<file path="src/rtl/alu_seq.sv">
// alu_seq: registered ALU with a start/busy/done handshake.
//   Single-cycle arithmetic/logic ops complete on the start edge.
//   MUL (unsigned shift-add) and SHL/SHR (one bit per edge) iterate in ITER.
//   R/RH/flags change only when an op completes and hold until the next one.
//
// Ports:
//   clk, reset           clock (rising edge), async active-high reset
//   start, op, A, B, c_in request and operands, sampled only while not busy
//   R, RH                result; RH is the product high half (0 unless MUL)
//   zero, c_out, sign, ovf  registered flags
//   busy, done           iteration in progress / one-cycle completion pulse
//
// state | meaning
// IDLE  | waiting for start; single-cycle ops complete here
// ITER  | MUL or shift stepping, cnt_q counts remaining edges down to 1
module alu_seq #(
  parameter int WIDTH = 8
) (
  input  logic             clk,
  input  logic             reset,
  input  logic             start,
  input  logic [3:0]       op,
  input  logic [WIDTH-1:0] A,
  input  logic [WIDTH-1:0] B,
  input  logic             c_in,
  output logic [WIDTH-1:0] R,
  output logic [WIDTH-1:0] RH,
  output logic             zero,
  output logic             c_out,
  output logic             sign,
  output logic             ovf,
  output logic             busy,
  output logic             done
);

  localparam int SHW = $clog2(WIDTH);
  localparam int CW  = SHW + 1;

  if (WIDTH < 4 || (WIDTH & (WIDTH - 1)) != 0) begin : g_bad_width
    $error("alu_seq: WIDTH must be a power of two and >= 4");
  end

  typedef enum logic {IDLE, ITER} state_t;

  state_t           state;
  logic [WIDTH-1:0] a_q;     // multiplicand for MUL, working shift register for SHL/SHR
  logic [2*WIDTH-1:0] acc_q; // {partial high, remaining multiplier bits}
  logic             is_mul_q;
  logic             shr_q;
  logic [CW-1:0]    cnt_q;

  logic [CW-1:0]    shamt;
  logic             is_mul_op;
  logic             is_shift_op;

  assign shamt       = {1'b0, B[SHW-1:0]};
  assign is_mul_op   = !op[3] && (op[2:0] == 3'b101);
  assign is_shift_op = !op[3] && (op[2:1] == 2'b11) && (shamt != '0);

  // Single-cycle datapath
  logic [WIDTH-1:0] op1, op2, res;
  logic [WIDTH:0]   sum;
  logic             ci, cout, ov;

  always_comb begin
    op1  = A;
    op2  = '0;
    ci   = c_in;
    sum  = '0;
    res  = A;
    cout = 1'b0;
    ov   = 1'b0;
    if (!op[3]) begin
      case (op[2:0])
        3'b001: begin op1 = ~A; op2 = WIDTH'(1); end
        3'b010: op2 = B;
        3'b011: op2 = WIDTH'(1);
        3'b100: begin op2 = ~B; ci = 1'b1; end
        default: ;
      endcase
      sum = {1'b0, op1} + {1'b0, op2} + {{WIDTH{1'b0}}, ci};
      if (op[2:0] <= 3'b100) begin
        res  = sum[WIDTH-1:0];
        cout = sum[WIDTH];
        ov   = (op1[WIDTH-1] == op2[WIDTH-1]) && (sum[WIDTH-1] != op1[WIDTH-1]);
      end
      // zero-amount shifts fall through with res = A, c_out = 0
    end else begin
      case (op[2:0])
        3'b000:  res = A & B;
        3'b001:  res = A | B;
        3'b010:  res = A ^ B;
        3'b011:  res = ~A;
        default: res = A;
      endcase
    end
  end

  // One iteration step. MUL adds the multiplicand into the high half when the
  // current multiplier bit is set, then shifts the whole accumulator right.
  logic [WIDTH:0]     mul_sum;
  logic [2*WIDTH-1:0] mul_next;
  logic [WIDTH-1:0]   sh_next;
  logic               sh_out;

  always_comb begin
    mul_sum  = {1'b0, acc_q[2*WIDTH-1:WIDTH]} + (acc_q[0] ? {1'b0, a_q} : '0);
    mul_next = {mul_sum, acc_q[WIDTH-1:1]};
    sh_next  = shr_q ? {1'b0, a_q[WIDTH-1:1]} : {a_q[WIDTH-2:0], 1'b0};
    sh_out   = shr_q ? a_q[0] : a_q[WIDTH-1];
  end

  always_ff @(posedge clk or posedge reset) begin
    if (reset) begin
      state    <= IDLE;
      a_q      <= '0;
      acc_q    <= '0;
      is_mul_q <= 1'b0;
      shr_q    <= 1'b0;
      cnt_q    <= '0;
      R        <= '0;
      RH       <= '0;
      zero     <= 1'b0;
      c_out    <= 1'b0;
      sign     <= 1'b0;
      ovf      <= 1'b0;
      busy     <= 1'b0;
      done     <= 1'b0;
    end else begin
      done <= 1'b0;
      case (state)
        IDLE: begin
          if (start) begin
            if (is_mul_op) begin
              a_q      <= A;
              acc_q    <= {{WIDTH{1'b0}}, B};
              is_mul_q <= 1'b1;
              cnt_q    <= CW'(WIDTH);
              busy     <= 1'b1;
              state    <= ITER;
            end else if (is_shift_op) begin
              a_q      <= A;
              is_mul_q <= 1'b0;
              shr_q    <= op[0];
              cnt_q    <= shamt;
              busy     <= 1'b1;
              state    <= ITER;
            end else begin
              R     <= res;
              RH    <= '0;
              zero  <= (res == '0);
              sign  <= res[WIDTH-1];
              c_out <= cout;
              ovf   <= ov;
              done  <= 1'b1;
            end
          end
        end
        ITER: begin
          cnt_q <= cnt_q - 1'b1;
          if (is_mul_q) acc_q <= mul_next;
          else          a_q   <= sh_next;
          if (cnt_q == CW'(1)) begin
            busy  <= 1'b0;
            done  <= 1'b1;
            ovf   <= 1'b0;
            state <= IDLE;
            if (is_mul_q) begin
              R     <= mul_next[WIDTH-1:0];
              RH    <= mul_next[2*WIDTH-1:WIDTH];
              zero  <= (mul_next == '0);
              sign  <= mul_next[2*WIDTH-1];
              c_out <= 1'b0;
            end else begin
              R     <= sh_next;
              RH    <= '0;
              zero  <= (sh_next == '0);
              sign  <= sh_next[WIDTH-1];
              c_out <= sh_out;
            end
          end
        end
        default: state <= IDLE;
      endcase
    end
  end

endmodule

</file>
<file path="config.mk">
export PLATFORM = sky130hd
export DESIGN_NAME = alu_seq
export DESIGN_NICKNAME = d
export VERILOG_FILES = /design/src/rtl/alu_seq.sv
export SDC_FILE = /design/constraint.sdc
export NUM_CORES = 1
export LEC_CHECK = 0
export CAP_MARGIN = 20
export CORE_MARGIN = 1
export CORE_UTILIZATION = 55
export CTS_BUF_LIST = sky130_fd_sc_hd__clkbuf_8
export CTS_CLUSTER_DIAMETER = 100
export CTS_CLUSTER_SIZE = 10
export DETAILED_ROUTE_END_ITERATION = 10
export PLACE_DENSITY = 0.78
export SKIP_LAST_GASP = 1
export SLEW_MARGIN = 0
export SYNTH_ARGS = -nofsm -noshare
export SYNTH_HDL_FRONTEND = slang
export SYNTH_SLANG_ARGS = --single-unit
</file>
<file path="constraint.sdc">
create_clock -name clk -period 2.85 [get_ports clk]
set_input_delay 0.4275 -clock clk [delete_from_list [all_inputs] [get_ports clk]]
set_output_delay 0.4275 -clock clk [all_outputs]
set_load 0.1 [all_outputs]
</file>
==> impl_metrics.json, run 1 <==
{
  "dieArea_sq_um": 8080,
  "htreeDepth": 2,
  "yosysMostFrequentCell": "nand2_1",
  "syn_to_final_growth_pct": 27.1,
  "hold_slack_ns": 0.479,
  "grt_max_degree": 32,
  "dr.pass1.iters": 5,
  "synth_top_area_share_pct": 31.2,
  "nNetsFinal": 651,
  "finalSetupTns_ns": 0,
  "syn_avg_cell_area_sq_um": 8.70,
  "hold_viol": 0,
  "hold_class": "reg -> reg",
  "status": "finished clean",
  "total_power_w": 0.00511,
  "critical-path-max-stage-delay_ns": 0.40,
  "min_from": "RH[3]$_DFFE_PP0P_",
  "synth.cell_area_sq_um": 4250,
  "cp.required_ns": 3.08,
  "synth_cell_types": 63,
  "cts_num_sinks": 53,
  "worstPathCellList": "clkdlybuf4s50_1 -> nand2b_1 -> fa_2 -> buf_4 -> a211oi_2 -> o21ai_1 -> a31o_2 -> and4_1 -> o31a_1 -> a31oi_1",
  "die_y_microns": 89.9,
  "initial_utilization_pct": 57.6,
  "max_freq_mhz": 361,
  "ioPinCount": 46,
  "synth.top_cells.by_count": "nand2_1 (58), dfrtp_1 (53), nor2_1 (45), ha_1 (33), inv_1 (30)",
  "critPathKind": "in -> reg",
  "r2r-start": "a_q[0]$_DFFE_PP0P_",
  "cts_root_buf": "clkbuf_8",
  "placementRows": 31,
  "grt_pass1_vias": 3966,
  "vdd_drop_max_uv": 487,
  "antenna_found_initial": 0,
  "min_period_ns": 2.77,
  "grt_use_total_pct": 29.8,
  "clock_path_buffers": 2,
  "slowest_stage": "clkdlybuf4s50_1",
  "fin_crit_sh_pct": 97.3,
  "powerDensity_nw_per_um2": 946,
  "async_flop_share_pct": 100,
  "num_vias": 4102,
  "grt_first_pass_wirelength_microns": 19500,
  "finalMaxSlewViolations": 0,
  "synth_seq_cells": 53,
  "routed_wl_microns": 11700,
  "yosysTopAreaCell": "dfrtp_1",
  "portBuffers": 45,
  "cts_hold_buf": 0,
  "cp_data_arrival_time_ns": 3.00,
  "ant_nets": 0,
  "synthesis.nets": 548,
  "drive_above_1_share_pct": 24.7,
  "core_sq_um": 7370,
  "fp.dieW_microns": 89.9,
  "cts.clk_slew.worst_paths_ns": 0.10,
  "maxSlewHeadroom_pct": 37.8,
  "cp-end-kind": "flop",
  "drt_iter0_markers": 281,
  "synth_edf_count": 0,
  "yosysSeqAreaShare_pct": 31.2,
  "tightestPinTransition_ns": 0.930,
  "place.gp.congestion": 0.916,
  "ys.warnings.count": 0,
  "power.leakage_nw": 2.62,
  "netlist_instances": 488,
  "cp-startpoint": "c_in",
  "drc": 0,
  "finClkSkew_ns": 0.00975,
  "regArea_sq_um": 1330,
  "fill_cells": 575,
  "via_per_inst": 5.94,
  "fin_util_pct": 73.3,
  "critPathLaunchType": "input pin",
  "wl_per_cell_microns": 16.9,
  "synthFlopType": "dfrtp_1",
  "setup_violations": 0,
  "post-place-ws_ns": -0.533,
  "drv_cap": 0,
  "overflow": 0,
  "cts_tree": "built",
  "crit_fanout": 3,
  "clkLatencyLatePin_ns": 0.31,
  "setup_ws_ns": 0.0761,
  "cts_buffers": 5,
  "diodes": 0,
  "multi_input_area_sq_um": 2770,
  "yosys-top-cells-area": "dfrtp_1 (31%), ha_1 (9.7%), nand2_1 (5.1%), nor2_1 (4.0%), mux2i_1 (3.5%)",
  "dpl.hpwl_microns": 9320
}
cell type report:
type | instances | area share [%]
multi-input combinational | 380 | 51.4
clock inverter | 2 | 0.718
tap | 99 | 2.29
clock buffer | 5 | 1.27
sequential | 53 | 24.6
inverter | 34 | 2.36
timing repair buffer | 117 | 17.4
through the flow:
| step | std cells | area (sq um) |
|---|---|---|
| 2_1_floorplan | 488 | 4280 |
| 3_3_place_gp | 678 | 5200 |
| 3_5_place_dp | 678 | 5200 |
| 4_1_cts | 687 | 5360 |
| 5_1_grt | 690 | 5400 |
| 6_report | 690 | 5400 |
layer usage:
metal / GRT usage [%] / part of all wire (%)
met3: 3.98 / 5.9
met1: 41.0 / 44
met4: 8.47 / 2.5
met2: 49.4 / 47
met5: 0 / 0
cells in the final DEF (no fill, tap or decap), types with 3 or more instances in the layout:
cell and n:
ha_1 33, clkbuf_8 5, o21ai_1 12, a211oi_1 6, nand2_1 58, nor4_1 4
mux4_2 6, o21a_1 8, inv_2 6, a21o_1 11, nand3_1 6, o31ai_1 4
clkbuf_2 3, inv_1 28, nor2_1 44, nor3_1 7, o21ai_0 19, mux2i_1 15
nand4_1 4, nor2b_1 7, a21oi_1 22, and2_1 11, buf_4 92, xnor2_1 11
nor2_2 3, o22ai_1 6, xor2_1 4, dfrtp_1 53, nand2b_1 6, mux2_2 5
clkdlybuf4s50_1 17, o211ai_1 13, a31oi_1 5
cells by family (layout without fill, tap and decap cells):
family,after synthesis,count (layout),synth area share (%)
AOI/OAI and AO/OA,134,134,21.4
xor gates and xnor gates,16,16,3.30
adders and majority gates,36,36,11.1
buffers and inverters,55,158,5.33
DFF,53,53,31.2
muxes,29,29,9.19
and+or+nand+nor,165,165,18.4
sequential cells by signal, indices dropped and copies added (netlist names):
| signal | cells |
|---|---|
| sign | 1 |
| done | 1 |
| zero | 1 |
| shr_q | 1 |
| c_out | 1 |
| cnt_q | 4 |
| busy | 1 |
| RH | 8 |
| R | 8 |
| state | 1 |
| is_mul_q | 1 |
| ovf | 1 |
| a_q | 8 |
| acc_q | 16 |
worst max-delay path, delay by kind of cell:
family | cells | cell delay (ns)
AOI/OAI and AO/OA | 5 | 1.23
buffers and inverters | 2 | 0.55
and+or+nand+nor | 2 | 0.38
adders and majority gates | 1 | 0.40
where the power goes:
part           internal (W)  switching (W)
Combinational       0.00107        0.00214
Sequential          0.00107       0.000316
Clock              0.000261       0.000252
Total               0.00240        0.00271
worst paths after layout:
check | to | slack [ns] | cells past startpoint
setup / recovery | sign$_DFFE_PP0P_ | 0.08 | 10
hold / removal | RH[3]$_DFFE_PP0P_ | 0.48 | 2
setup reg to reg | zero$_DFFE_PP0P_ | 0.19 | 9
hold reg to reg | RH[3]$_DFFE_PP0P_ | 0.48 | 2
max in group asynchronous | R[4]$_DFFE_PP0P_ | 1.81 | 3
min in group asynchronous | R[0]$_DFFE_PP0P_ | 0.49 | 2
repair_timing:
item / 4_1_cts / 5_1_grt
pin swaps: 6 / 9
setup endpoints to repair: 11 / 8
gates resized for setup: 12 / 15
buffers inserted: 2 / 3
Power figures use the tool's default switching activity.
==> run 2, diff against run 1 <==
--- a/config.mk
+++ b/config.mk
@@ -12,6 +12,7 @@
 export CTS_CLUSTER_DIAMETER = 100
 export CTS_CLUSTER_SIZE = 10
 export DETAILED_ROUTE_END_ITERATION = 10
+export GPL_TIMING_DRIVEN = 0
 export PLACE_DENSITY = 0.78
 export SKIP_LAST_GASP = 1
 export SLEW_MARGIN = 0
==> run 2 against run 1 <==
  * Final cell count is 5.9% lower
  * Combinational power hardly changed
  * Register-to-register slack better by 0.04 ns
  * Clock power is 5.7% higher
  * Setup slack hardly changed
  * Hold slack worse by 0.014 ns
  * Critical path type unchanged
  * Highest routed layer unchanged
==> impl_metrics.json, run 2 (same netlist as run 1, synthesis figures left out) <==
{
  "status": "finished clean",
  "place.gp.congestion": 0.936,
  "clock_path_buffers": 2,
  "overflow": 0,
  "vdd_drop_max_uv": 412,
  "regMostFlops": "acc_q",
  "dpl.hpwl_microns": 9130,
  "power.leakage_nw": 2.39,
  "dr.pass1.iters": 5,
  "wl_per_cell_microns": 17.9,
  "grt-busiest-layer": "met2",
  "fill_cells": 607,
  "grtUsageMet3_pct": 5.25,
  "largest_reg_flops": 16,
  "multi_input_area_sq_um": 2800,
  "most-common-layout-cells": "nand2_1 (58), dfrtp_1 (53), nor2_1 (44)",
  "critPathTopFamily": "compound AO/OA/AOI/OAI gates",
  "regArea_sq_um": 1330,
  "critPathLaunchType": "input pin",
  "syn_to_final_growth_pct": 21.9,
  "num_vias": 3994,
  "drc": 0,
  "cts_tree": "built",
  "worstPathCellList": "buf_4 -> buf_12 -> buf_12 -> a21oi_2 -> o22ai_2 -> fa_2 -> fa_2 -> a211oi_4 -> o21ai_2 -> a211o_1 -> nand3_1 -> o221ai_1 -> o31ai_1",
  "cts_hold_buf": 0,
  "cts_buffers": 5,
  "critPathKind": "in -> reg",
  "nNetsFinal": 609,
  "grt_pass1_vias": 3755,
  "cts_num_sinks": 53,
  "htreeDepth": 2,
  "worst-path-buf-inv": 3,
  "finalMaxSlewViolations": 0,
  "cp.required_ns": 3.08,
  "min_period_ns": 2.77,
  "clkLatencyLatePin_ns": 0.32,
  "use_met2_pct": 47.0,
  "routed_wl_microns": 11600,
  "portBuffers": 45,
  "powerDensity_nw_per_um2": 994,
  "finalSetupTns_ns": 0,
  "core_sq_um": 7370,
  "diodes": 0,
  "cp_data_arrival_time_ns": 3.00,
  "rsz0062_at_grt": "true",
  "ioPinCount": 46,
  "fp.dieW_microns": 89.9,
  "die_y_microns": 89.9,
  "ant_nets": 0,
  "grt_use_total_pct": 29.3,
  "finalNonFillerCells": 649,
  "dieArea_sq_um": 8080,
  "crit_fanout": 8,
  "grt_max_degree": 29,
  "grt_first_pass_wirelength_microns": 18900,
  "fin_util_pct": 70.3,
  "grt_use_met1_pct": 40.8,
  "hold_viol": 0,
  "cp-end-kind": "flop",
  "drive_above_1_share_pct": 14.2,
  "via_per_inst": 6.15,
  "antenna_found_initial": 0,
  "setup_violations": 0,
  "initial_utilization_pct": 57.6,
  "critical-path-max-stage-delay_ns": 0.41,
  "slowest_stage": "fa_2",
  "placed_cells": 633,
  "max_freq_mhz": 361,
  "fin_crit_sh_pct": 97.3,
  "hold_class": "in -> async",
  "placementRows": 31,
  "drt_iter0_markers": 312,
  "cts_root_buf": "clkbuf_8",
  "drv_cap": 0,
  "finClkSkew_ns": 0.00924,
  "cts.clk_slew.worst_paths_ns": 0.10,
  "total_power_w": 0.00515,
  "tightestPinTransition_ns": 0.975,
  "final_common_cell": "nand2_1",
  "maxSlewHeadroom_pct": 34.8,
  "hold_slack_ns": 0.465
}
==> run 2: cell count changes in the layout (fill, tap and decap cells not counted), moves of 2 or more <==
cell,previous run,this run
buf_12,1,5
buf_2,0,6
buf_4,92,11
clkbuf_1,0,9
clkbuf_2,3,1
clkdlybuf4s50_1,17,37
o21ai_1,12,9
o21ai_2,2,4
==> run 2: path summary, 6_finish.rpt <==
kind                                     endpoint            startpoint  slack (ns)  cells past startpoint
max in group asynchronous       RH[4]$_DFFE_PP0P_                 reset        1.84                      3
worst max-delay path             zero$_DFFE_PP0P_                 op[0]        0.08                     13
worst min register to register  RH[3]$_DFFE_PP0P_     RH[3]$_DFFE_PP0P_        0.48                      2
worst min-delay path             R[6]$_DFFE_PP0P_                 reset        0.47                      2
min in group clk                RH[3]$_DFFE_PP0P_     RH[3]$_DFFE_PP0P_        0.48                      2
worst max register to register   zero$_DFFE_PP0P_  acc_q[0]$_DFFE_PP0P_        0.23                      9
==> run 2: power breakdown <==
part           leakage, nW  internal (W)  total, W  switching, W
combinational         1.67       0.00104   0.00324       0.00221
clock               0.0603      0.000270  0.000542      0.000273
sequential           0.667       0.00107   0.00136      0.000287
==> run 2: what timing repair did <==
item                                    in CTS  in global routing
pin swaps                                    6                 10
gates cloned                                 0                  0
hold endpoints to repair                     0                  0
setup buffers                                4                  7
endpoints found under the setup margin      12                 11
gates resized for setup                     28                 22
==> run 2: metrics by stage <==
stage,setup slack [ns],instance area (sq um)
floorplan,0.000710,4280
global placement,-1.10,4850
detailed placement,-1.16,4870
CTS,-0.0217,5050
global route,-0.0284,5180
finish,0.0766,5180
==> run 2: routing by layer <==
layer | wire, microns | share of wire, %
met2 | 5480 | 47
met1 | 5010 | 43
met4 | 227 | 2.0
met5 | 0 | 0
met3 | 903 | 7.8
==> run 2: area by class of cell <==
class	instances	share of cell area, %
Buffer	18	2.37
Inverter	34	2.46
Clock inverter	3	0.967
Sequential cell	53	25.6
Timing Repair Buffer	57	10.8
Clock buffer	5	1.33
Tap cell	99	2.39
Multi-Input combinational cell	380	54.1
==> run 3, diff against run 2 <==
--- a/config.mk
+++ b/config.mk
@@ -5,6 +5,7 @@
 export SDC_FILE = /design/constraint.sdc
 export NUM_CORES = 1
 export LEC_CHECK = 0
+export ABC_CLOCK_PERIOD_IN_PS = 2850
 export CAP_MARGIN = 20
 export CORE_MARGIN = 1
 export CORE_UTILIZATION = 55
==> results of run 3 <==
Same layout as run 2: the final DEF is identical, and so are final timing and power.
